<file path="src/rtl/dmac_cfg_regfile.sv">
// APB configuration register file for the multi-channel DMAC: per-channel SRC/DST/LEN/CMD/STATUS.
// Optional define DMAC_CFG_IRQ_EN adds a per-channel IRQ_EN register and the irq_o outputs.
module dmac_cfg_regfile #(
    parameter int N_CH   = 2,
    parameter int ADDR_W = 12,
    parameter int LEN_W  = 16
) (
    input  logic                    clk,
    input  logic                    rst_n,
    input  logic                    psel_i,
    input  logic                    penable_i,
    input  logic [ADDR_W-1:0]       paddr_i,
    input  logic                    pwrite_i,
    input  logic [31:0]             pwdata_i,
    output logic                    pready_o,
    output logic [31:0]             prdata_o,
    output logic                    pslverr_o,
    output logic [32*N_CH-1:0]      src_addr_o,
    output logic [32*N_CH-1:0]      dst_addr_o,
    output logic [LEN_W*N_CH-1:0]   byte_len_o,
    output logic [N_CH-1:0]         start_o,
    input  logic [N_CH-1:0]         done_i
`ifdef DMAC_CFG_IRQ_EN
    ,
    output logic [N_CH-1:0]         irq_o
`endif
);

    localparam logic [2:0] OFF_SRC    = 3'd0;
    localparam logic [2:0] OFF_DST    = 3'd1;
    localparam logic [2:0] OFF_LEN    = 3'd2;
    localparam logic [2:0] OFF_CMD    = 3'd3;
    localparam logic [2:0] OFF_STATUS = 3'd4;
`ifdef DMAC_CFG_IRQ_EN
    localparam logic [2:0] OFF_IRQEN  = 3'd5;
`endif

    logic [N_CH-1:0][31:0]      src_q;
    logic [N_CH-1:0][31:0]      dst_q;
    logic [N_CH-1:0][LEN_W-1:0] len_q;
    logic [N_CH-1:0]            busy_q;
    logic [N_CH-1:0]            done_q;
    logic [N_CH-1:0]            start_q;
`ifdef DMAC_CFG_IRQ_EN
    logic [N_CH-1:0]            irq_en_q;
    logic [N_CH-1:0]            irq_q;
`endif

    logic        access;
    logic [31:0] ch_idx;
    logic [2:0]  off;
    logic        ch_ok;
    logic [N_CH-1:0] hit;
    logic        busy_sel;
    logic        err;
    logic        wr_ok;
    logic [31:0] rd_word;
    logic        unused_addr_lsb;

    // Each channel owns a 32-byte window; byte-lane bits are don't-care.
    assign access          = psel_i & penable_i;
    assign ch_idx          = 32'(paddr_i[ADDR_W-1:5]);
    assign off             = paddr_i[4:2];
    assign ch_ok           = ch_idx < 32'(N_CH);
    assign unused_addr_lsb = ^paddr_i[1:0];

    always_comb begin
        hit = '0;
        for (int c = 0; c < N_CH; c++) begin
            hit[c] = (ch_idx == 32'(c));
        end
    end

    assign busy_sel = |(hit & busy_q);

    // Anything that would disturb a running transfer is refused.
    always_comb begin
        err = 1'b0;
        if (!ch_ok) begin
            err = 1'b1;
        end else begin
            case (off)
                OFF_SRC, OFF_DST, OFF_LEN: err = pwrite_i & busy_sel;
                OFF_CMD:                   err = pwrite_i & pwdata_i[0] & busy_sel;
                OFF_STATUS:                err = 1'b0;
`ifdef DMAC_CFG_IRQ_EN
                OFF_IRQEN:                 err = 1'b0;
`endif
                default:                   err = 1'b1;
            endcase
        end
    end

    assign wr_ok = access & pwrite_i & ~err;

    always_comb begin
        rd_word = '0;
        for (int c = 0; c < N_CH; c++) begin
            if (hit[c]) begin
                case (off)
                    OFF_SRC:    rd_word = src_q[c];
                    OFF_DST:    rd_word = dst_q[c];
                    OFF_LEN:    rd_word = 32'(len_q[c]);
                    OFF_STATUS: rd_word = {30'b0, done_q[c], busy_q[c]};
`ifdef DMAC_CFG_IRQ_EN
                    OFF_IRQEN:  rd_word = {31'b0, irq_en_q[c]};
`endif
                    default:    rd_word = '0;
                endcase
            end
        end
    end

    assign pready_o  = access;
    assign pslverr_o = access & err;
    assign prdata_o  = (access && !pwrite_i && !err) ? rd_word : 32'h0;

    always_ff @(posedge clk) begin
        if (!rst_n) begin
            src_q    <= '0;
            dst_q    <= '0;
            len_q    <= '0;
            busy_q   <= '0;
            done_q   <= '0;
            start_q  <= '0;
`ifdef DMAC_CFG_IRQ_EN
            irq_en_q <= '0;
            irq_q    <= '0;
`endif
        end else begin
            start_q <= '0;
            for (int c = 0; c < N_CH; c++) begin
                if (wr_ok && hit[c]) begin
                    case (off)
                        OFF_SRC: src_q[c] <= pwdata_i;
                        OFF_DST: dst_q[c] <= pwdata_i;
                        OFF_LEN: len_q[c] <= pwdata_i[LEN_W-1:0];
                        OFF_CMD: begin
                            // A zero-length transfer completes immediately without bothering the engine.
                            if (pwdata_i[0]) begin
                                if (len_q[c] != '0) begin
                                    start_q[c] <= 1'b1;
                                    busy_q[c]  <= 1'b1;
                                    done_q[c]  <= 1'b0;
                                end else begin
                                    done_q[c]  <= 1'b1;
                                end
                            end
                        end
                        OFF_STATUS: begin
                            if (pwdata_i[1]) begin
                                done_q[c] <= 1'b0;
                            end
                        end
`ifdef DMAC_CFG_IRQ_EN
                        OFF_IRQEN: irq_en_q[c] <= pwdata_i[0];
`endif
                        default: ;
                    endcase
                end
                // Placed after the register write so a completion beats a same-cycle W1C.
                if (busy_q[c] && done_i[c]) begin
                    busy_q[c] <= 1'b0;
                    done_q[c] <= 1'b1;
                end
            end
`ifdef DMAC_CFG_IRQ_EN
            irq_q <= done_q & irq_en_q;
`endif
        end
    end

    assign src_addr_o = src_q;
    assign dst_addr_o = dst_q;
    assign byte_len_o = len_q;
    assign start_o    = start_q;
`ifdef DMAC_CFG_IRQ_EN
    assign irq_o      = irq_q;
`endif

endmodule

</file>
<file path="config.mk">
export PLATFORM = sky130hd
export DESIGN_NAME = dmac_cfg_regfile
export DESIGN_NICKNAME = d
export VERILOG_FILES = /design/src/rtl/dmac_cfg_regfile.sv
export SDC_FILE = /design/constraint.sdc
export NUM_CORES = 1
export LEC_CHECK = 0
export BUFFER_PORTS_ARGS = -buffer_cell sky130_fd_sc_hd__clkbuf_2
export CORE_AREA = 5 5 161 163
export CTS_CLUSTER_SIZE = 28
export DETAILED_ROUTE_END_ITERATION = 8
export DIE_AREA = 0 0 166 168
export GPL_ROUTABILITY_DRIVEN = 1
export SYNTH_ARGS = -nofsm -noshare
export SYNTH_HDL_FRONTEND = slang
export SYNTH_SLANG_ARGS = --single-unit
</file>
<file path="constraint.sdc">
create_clock -name clk -period 4.6 [get_ports clk]
set_clock_uncertainty 0.1 [all_clocks]
set_input_delay 0.46 -clock clk [delete_from_list [all_inputs] [get_ports clk]]
set_output_delay 0.46 -clock clk [all_outputs]
set_load 0.01 [all_outputs]
</file>
## Yosys cells after proc, flatten, opt, wreduce, memory -nomap -nowiden

Index checks and enable logic that the tools add are counted.

- Register bits after elaboration: 166
- Bits of input ports: 51
- Output and inout port bits: 196
- Word-level logic and storage cells: 84

- $lt $le $gt $ge: 1
- Eq/ne operators: 9
- Mux-type cells: 20
- Bitwise logic cells: 10
- Reductions and logical operators: 32

Operator list:

| operator | number |
|---|---|
| 32-bit one-hot mux with 4 select lines | 2 |
| 32-bit two-way mux | 3 |
| 32-bit zero test | 1 |
| 16-bit nonzero test | 2 |
| 4-bit AND reduction | 6 |
| 1-bit two-way mux | 12 |
| 3-bit inequality test, second input constant | 4 |
| 2-bit AND reduction | 6 |
| 1-bit AND | 7 |
| 7-bit by 1-bit equality test with 1-bit output, second input constant | 1 |
| 7-bit by 2-bit < comparator with 1-bit output, second input constant | 1 |
| 3-bit by 2-bit equality test with 1-bit output, second input constant | 2 |
| 1-bit logical AND | 6 |
| 3-bit nonzero test | 2 |
| 2-bit OR reduction | 3 |
| 1-bit one-hot mux with 2 select lines | 2 |
| 2-bit nonzero test | 2 |
| 3-bit by 1-bit equality test with 1-bit output, second input constant | 1 |
| 3-bit equality test, second input constant | 1 |
| 3-bit zero test | 1 |
| 1-bit one-hot mux with 3 select lines | 1 |
| 3-bit OR reduction | 1 |
| 2-bit AND | 1 |
| 1-bit zero test | 2 |
| 1-bit inverter | 2 |

## Longest topological paths before layout

Gate-level depths: netlist of run 1.

- Depth in word-level cells: 11
- Depth in mapped cells: 7
- Gate-level depth less buffers: 4

## Worst setup path after synthesis of run 1

Ideal clock, no wire load.

- Kind: input-to-output
- Start: input port paddr_i[11]
- End: output port prdata_o[20]
- Arrival time: 2.117 ns
- Required time: 4.040 ns
- Path slack: 1.923 ns
- Cell stages on the path: 6
- Buffers on the path: 2
- Cells stage by stage: or4_4 > or4_1 > buf_2 > buf_6 > o22a_1 > nor2_1

- Longest elaborated chain between the ends: 9
- Elaborated cells between the ends (all ways): 14
- Those cells by class: 1 x order compare; 1 x eq/ne; 5 x mux; 3 x bitwise; 4 x reduce/logical

RTL lines:

| element | line | RTL |
|---|---|---|
| start, declared | 12 | `input logic [ADDR_W-1:0] paddr_i,` |
| 32-bit zero test / 7-bit by 1-bit equality test with 1-bit output (equally long branches) | 70 | `hit[c] = (ch_idx == 32'(c));` |
| 2-bit AND | 74 | `assign busy_sel = \|(hit & busy_q);` |
| 2-bit OR reduction | 74 |  |
| 1-bit AND, on equally long branches | 84, 83 |  |
| 1-bit one-hot mux with 3 select lines | 82 | `case (off)` |
| 1-bit two-way mux | 79 | `if (!ch_ok) begin` |
| 1-bit zero test | 116 | `assign prdata_o = (access && !pwrite_i && !err) ? rd_word : 32'h0;` |
| 1-bit logical AND | 116 |  |
| 32-bit two-way mux (*) | 116 |  |
| end, declared | 16 | `output logic [31:0] prdata_o,` |

Mark *: on every way between the ends. The rest lies on a longest branch, timed or not.

## Worst setup path in the final report of run 1

- Start: input port paddr_i[3]
- End: output port prdata_o[15]

- Longest elaborated chain between the ends: 7
- Elaborated cells between the ends (all ways): 15
- Those cells by class: 4 x eq/ne; 7 x mux; 4 x reduce/logical

RTL lines:

| element | line |
|---|---|
| 3-bit by 2-bit equality test with 1-bit output, or another cell as far along | 82, 100 |
| 3-bit OR reduction | 82 |
| 1-bit one-hot mux with 3 select lines | 82 |
| 1-bit two-way mux | 79 |
| 1-bit zero test | 116 |
| 1-bit logical AND | 116 |
| 32-bit two-way mux (*) | 116 |

Marked as above.

==> key figures, run 1 <==
Outcome
  – Status: finished, final reports clean

Floorplan
  – Core region area: 24200 um2
  – Die Area: 27900 um2
  – Die Y: 168 um
  – Die width: 166 um
  – Placement row count: 57
  – Top Ports: 247
  – Initial Utilization: 0.324

Critical path
  – Crit Path Category: in2out
  – Crit. End Element: output port
  – CP required: 4.04 ns
  – CP Launch Type: input pin
  – Critical-path maximum fanout: 28
  – Reg2reg path depth: 6
  – Worst EP arrival: 3.02 ns

Finish
  – Area Growth Syn to Fin: 26.6%
  – Post-layout util: 0.410
  – Filler cells: 2416
  – # diodes: 0
  – Final Instance Area: 9910 um2
  – Commonest non-fill, non-tap cell in the layout: clkbuf_2
  – Nets: 1124
  – Commonest non-fill, non-tap cells in the layout: clkbuf_2 (243), nand2_1 (167), dfxtp_1 (166)
  – Share of cells above drive strength 1: 0.286

Timing
  – RSZ-0062 raised after global routing: false
  – Tmin final: 3.58 ns
  – Final worst-path cycle share: 0.779
  – Max-slew violations: 0
  – Fin. Hold Viols: 0
  – Worst rel slew slack: 0.146
  – Max Freq: 279 MHz
  – Setup violations, final: 0
  – Worst-Margin Slew: 1.27 ns
  – Fin Setup TNS: 0 ns

Placement
  – HPWL after DPL: 19100 um
  – GP Congestion: 0.829
  – Placed cell area: 9340 um2
  – # port buffers: 244

GRT
  – Global router's overall resource usage: 0.185
  – Initial antenna violation count: 0
  – First-pass GRT wire length: 41800 um
  – Pin count of the biggest net entering global routing: 69
  – Number of global-route vias before repair: 6942
  – Gr ovfl total: 0

Synth
  – Synth Warn #: 0
  – Mean post-synth cell area: 9.02 um2
  – Cells after synthesis: 868
  – Synth cell types: 43
  – Mapped Area: 7830 um2
  – Syn_nets: 919
  – Share of the yosys chip area belonging to registers: 0.424
  – Number of synthesized register bits: 166

Routing
  – First-pass detailed-route iteration total: 5
  – Detailed-route wire length: 26900 um
  – Vias: 7406
  – Drt drc: 0
  – Via-per-instance ratio: 5.25
  – Starting DRC count in detailed routing: 477
  – DRT antenna net count: 0
  – Post-DR wirelength/cell: 19.1 um

Pwr
  – Peak supply drop: 0.174 mV
  – Leak: 0.00369 uW
  – Gate power share: 0.047
  – Int Power: 2200 uW
  – Clk pwr share: 0.469
  – Design Power: 2970 uW
  – Switching Fraction: 0.257
  – PwrDens: 299 nW/um2
  – NetSw: 762 uW
  – Sequential share of power: 0.484

Clocking
  – Post-CTS Hold Buffers: 0
  – H-tree level count: 4
  – Clock Latency Late Sink: 0.42 ns
  – Num CTS Buffers: 17
  – Clock root buffer: clkbuf_16
  – Resize count post-CTS: 0
  – CTS tree: yes
  – Clk buf depth: 2
  – Reg clk slew, reported paths: 0.07 ns
  – CTS sink cnt: 166
  – Post-CTS setup buffers: 0

Flow run
  – Max Cap Violations: 0

Min path
  – Worst Hold Depth: 3
  – HP Class: in2reg
metal layers:
layer  GRT usage  vias to the layer above  wire length [um]
met2       0.294                      267             12400
met4      0.0552                        0               563
met3      0.0396                       30              1610
met1       0.253                     3566             12300
met5           0                        -                 0
li1            -                     3543                 -
cell families (layout without fill, tap and decap cells):
group / count (synthesis) / in the layout / synth area share
fa+ha+maj: 1 / 1 / 0.00128
simple gates: 285 / 285 / 0.168
compound gates: 173 / 173 / 0.151
buf+inv: 80 / 298 / 0.0467
flops: 166 / 166 / 0.424
mux: 163 / 163 / 0.209
power groups by stage:
stage | logic (uW) | clock network, uW | registers, uW
after floorplan | 81.8 | 0 | 1470
after global placement | 139 | 0 | 1470
after detailed placement | 140 | 0 | 1470
after CTS | 140 | 1430 | 1440
after global routing | 152 | 1490 | 1440
final | 140 | 1390 | 1440
synthesized netlist by cell type (all sizes together):
library cell | number | area share
o22a | 16 | 0.018
or2 | 1 | 0.00080
nor4 | 12 | 0.012
mux2 | 5 | 0.0072
o2bb2ai | 28 | 0.031
and4 | 3 | 0.0034
o2111ai | 1 | 0.0011
nor2b | 1 | 0.00080
a31oi | 3 | 0.0024
o21ai | 37 | 0.024
and4b | 1 | 0.0013
nor2 | 35 | 0.017
nand4bb | 2 | 0.0029
or4 | 3 | 0.0034
nand4b | 1 | 0.0011
or3 | 1 | 0.00080
o31ai | 2 | 0.0019
nand2 | 167 | 0.080
nor3b | 2 | 0.0026
a22o | 4 | 0.0045
nand4 | 8 | 0.0064
a21oi | 36 | 0.023
dfxtp | 166 | 0.42
maj3 | 1 | 0.0013
clkbuf | 49 | 0.023
mux2i | 158 | 0.20
buf | 26 | 0.021
inv | 5 | 0.0024
o41a | 1 | 0.0014
nor4b | 4 | 0.0045
nand2b | 2 | 0.0016
nor3 | 7 | 0.0070
a22oi | 44 | 0.042
o2111a | 1 | 0.0014
nand3 | 35 | 0.022
sequential cells by signal (all words and copies together), names as in the netlist:
name / count
start_o: 2
busy_q: 2
byte_len_o: 32
done_q: 2
dst_addr_o: 64
src_addr_o: 64
through the flow:
step                      setup WS (ns)  hold slack [ns]  instances
after floorplan                    1.92            0.353        868
after global placement             1.09            0.355       1378
after detailed placement           1.02            0.363       1378
after CTS                          1.02            0.193       1410
after global routing              0.824            0.210       1410
final                              1.02            0.210       1410
area by class of cell:
| type | count | area [um2] | share of cell area |
|---|---|---|---|
| inverter | 5 | 18.8 | 0.00189 |
| timing repair buffer | 261 | 1390 | 0.140 |
| sequential | 166 | 3320 | 0.335 |
| tap | 324 | 405 | 0.0409 |
| clock inverter | 14 | 134 | 0.0135 |
| multi-input combinational | 622 | 4200 | 0.424 |
| clock buffer | 18 | 439 | 0.0443 |
critical path, cell delays in order:
cell,delay [ns]
clkbuf_2,0.49
buf_4,0.38
nor2b_2,1.04
o2bb2ai_1,0.19
a22oi_1,0.12
nor2_1,0.15
clkbuf_2,0.17
worst paths after layout:
check	startpoint	to	slack (ns)
worst min-delay path	done_i[0]	done_q[0]	0.21
worst min register to register	src_addr_o[15]	src_addr_o[15]	0.37
worst max-delay path	paddr_i[3]	prdata_o[15]	1.02
worst max register to register	busy_q[0]	dst_addr_o[31]	2.02
No activity file was read; power rests on OpenSTA's default activity.
==> run 2: changes to the inputs <==
==> constraint.sdc (replaced) <==
create_clock -name clk -period 3.15 [get_ports clk]
set_clock_uncertainty 0.1 [all_clocks]
set_input_delay 0.315 -clock clk [delete_from_list [all_inputs] [get_ports clk]]
set_output_delay 0.315 -clock clk [all_outputs]
set_load 0.01 [all_outputs]
==> run 2 against run 1 <==
Effect of this change:
- critical path depth did not move
- count of clock-buffer cells in the layout down 1
- flip-flop and latch count stayed put
- final area grew 0.86%
- largest power group is now clock
==> key figures, run 2 (synthesis gave the netlist of run 1 again) <==
Critical path
  – Critical-path maximum fanout: 15 (was 28)
  – Crit. End Element: output port (unchanged)
  – R2r startpoint: busy_q[1] (was busy_q[0])
  – CP required: 2.73 ns (was 4.04 ns)
  – Most frequent CP cell: clkbuf_2 (unchanged)
  – CP Launch Type: input pin (unchanged)
  – Delay-heaviest family, CP: simple AND/OR/NAND/NOR gates (unchanged)
  – Reg2reg path depth: 6 (unchanged)
  – Buf+Inv Stages, Crit Path: 3 (unchanged)
  – Worst EP arrival: 2.30 ns (was 3.02 ns)
  – Crit Path Category: in2out (unchanged)
  – Worst r2r dst: dst_addr_o[14] (was dst_addr_o[31])
  – Crit path largest cell delay: 0.59 ns (was 1.04 ns)
  – Reg-to-reg setup timing slack: 0.93 ns (was 2.02 ns)
  – Max stage delay cell, worst path: or4_4 (was nor2b_2)
  – CP Cell Sequence: clkbuf_2 -> or4_4 -> or4_1 -> buf_4 -> o22a_1 -> nor2_1 -> clkbuf_2 (was clkbuf_2 -> buf_4 -> nor2b_2 -> o2bb2ai_1 -> a22oi_1 -> nor2_1 -> clkbuf_2)
  – Critical path depth in cells: 7 (unchanged)

Routing
  – Detailed-route wire length: 26900 um (about the same)
  – First-pass detailed-route iteration total: 5 (unchanged)
  – Vias: 7441 (was 7406)
  – Via-per-instance ratio: 5.25 (about the same)
  – Starting DRC count in detailed routing: 453 (was 477)
  – Post-DR wirelength/cell: 19.0 um (was 19.1 um)
  – Drt drc: 0 (unchanged)
  – DRT antenna net count: 0 (unchanged)

Clocking
  – Post-CTS setup buffers: 0 (unchanged)
  – Clock root buffer: clkbuf_16 (unchanged)
  – Reg clk slew, reported paths: 0.07 ns (about the same)
  – Post-CTS Hold Buffers: 0 (unchanged)
  – Clk buf depth: 2 (unchanged)
  – H-tree level count: 4 (unchanged)
  – Resize count post-CTS: 0 (unchanged)
  – Num CTS Buffers: 17 (unchanged)
  – CTS tree: yes (unchanged)
  – CTS sink cnt: 166 (unchanged)
  – Clock Latency Late Sink: 0.43 ns (was 0.42 ns)

Placement
  – HPWL after DPL: 19200 um (was 19100 um)
  – # port buffers: 244 (unchanged)
  – GP Congestion: 0.827 (was 0.829)

Finish
  – Commonest non-fill, non-tap cell in the layout: clkbuf_2 (unchanged)
  – Storage cell area: 3320 um2 (unchanged)
  – Commonest non-fill, non-tap cells in the layout: clkbuf_2 (243), nand2_1 (167), dfxtp_1 (166) (unchanged)
  – Multi-input combinational cell area: 4200 um2 (unchanged)
  – Nets: 1133 (was 1124)
  – Filler cells: 2378 (was 2416)
  – # diodes: 0 (unchanged)
  – Share of cells above drive strength 1: 0.292 (was 0.286)
  – Post-layout util: 0.413 (was 0.410)
  – Area Growth Syn to Fin: 27.7% (was 26.6%)

Timing
  – Max-slew violations: 0 (unchanged)
  – Max Freq: 369 MHz
  – Final worst-path cycle share: 0.861
  – Fin. Hold Viols: 0 (unchanged)
  – Worst rel slew slack: 0.0923 (was 0.146)
  – RSZ-0062 raised after global routing: false (unchanged)
  – Worst Hold Margin: 0.0562 ns (was 0.210 ns)
  – Fin Setup TNS: 0 ns (unchanged)
  – Tmin final: 2.71 ns
  – Setup violations, final: 0 (unchanged)
  – Worst-Margin Slew: 1.36 ns (was 1.27 ns)

GRT
  – Initial antenna violation count: 0 (unchanged)
  – Number of global-route vias before repair: 7110 (was 6942)
  – Global router's overall resource usage: 0.186 (was 0.185)
  – Pin count of the biggest net entering global routing: 95 (was 69)
  – Gr ovfl total: 0 (unchanged)
  – First-pass GRT wire length: 42200 um (was 41800 um)

Floorplan
  – Initial Utilization: 0.324 (unchanged)
  – Core region area: 24200 um2 (unchanged)
  – Die width: 166 um (unchanged)
  – Placement row count: 57 (unchanged)
  – Top Ports: 247 (unchanged)
  – Die Y: 168 um (unchanged)
  – Die Area: 27900 um2 (unchanged)

Flow run
  – Max Cap Violations: 0 (unchanged)

Pwr
  – Peak supply drop: 0.294 mV (was 0.174 mV)
  – PwrDens: 452 nW/um2 (was 299 nW/um2)
  – Leak: 0.00375 uW (was 0.00369 uW)

Min path
  – Worst Hold Depth: 3 (unchanged)
  – HP Class: in2reg (unchanged)
  – Worst Hold Path EP: done_q[1] (was done_q[0])
  – Hold path start: done_i[1] (was done_i[0])

Outcome
  – Status: finished, final reports clean (unchanged)
-- run 2: cell count changes in the layout (fill, tap and decap cells not counted) --
cell,delta
buf_12,-2
buf_4,+11
bufinv_16,+3
clkbuf_8,-1
clkinv_2,+1
clkinv_4,-1
clkinv_8,-1
clkinvlp_4,-1
inv_6,-2
inv_8,+1
-- run 2: layout make-up --
class                   instances  area share
inverters                       5     0.00188
repair buffers                270       0.143
clock inverters                14      0.0190
clock buffers                  17      0.0426
multi-input cells             622       0.420
flip-flops and latches        166       0.332
well taps                     324      0.0406
-- run 2: routing by layer --
layer	part of all wire	track usage	up-vias	routed length, um
li1	-	-	3570	-
met1	0.46	0.258	3594	12400
met2	0.47	0.295	248	12600
met3	0.052	0.0356	29	1410
met4	0.016	0.0542	0	440
met5	0	0	-	0
-- run 2: through the flow --
step / instance area [um2] / cells / power (uW) / worst slack, ns
floorplan: 7830 / 868 / 2270 / 0.763
global placement: 9380 / 1387 / 2350 / 0.467
detailed placement: 9380 / 1387 / 2350 / 0.476
CTS: 10000 / 1418 / 4570 / 0.473
global route: 10000 / 1418 / 4670 / 0.334
finish: 10000 / 1418 / 4520 / 0.439
-- run 2: worst register-to-register path, stage by stage, from the launching register on --
cell      delay, ns
dfxtp_1        0.34
mux2_1         0.35
o2111a_1       0.30
buf_4          0.31
nor3_4         0.25
buf_12         0.27
mux2i_1        0.23
-- run 2: worst max path at each step --
stage | from | end | slack (ns)
after CTS | paddr_i[11] | prdata_o[16] | 0.47
final | paddr_i[11] | prdata_o[16] | 0.44
after detailed placement | paddr_i[11] | prdata_o[16] | 0.48
after global placement | paddr_i[11] | prdata_o[16] | 0.47
after global routing | paddr_i[11] | prdata_o[16] | 0.33
after floorplan | paddr_i[11] | prdata_o[20] | 0.76
-- run 2: power by group --
group	internal, uW	leakage (uW)	switching, uW
clock network	1270	0.000298	941
registers	2100	0.00134	0.158
logic	55.4	0.00211	151
total	3430	0.00375	1090
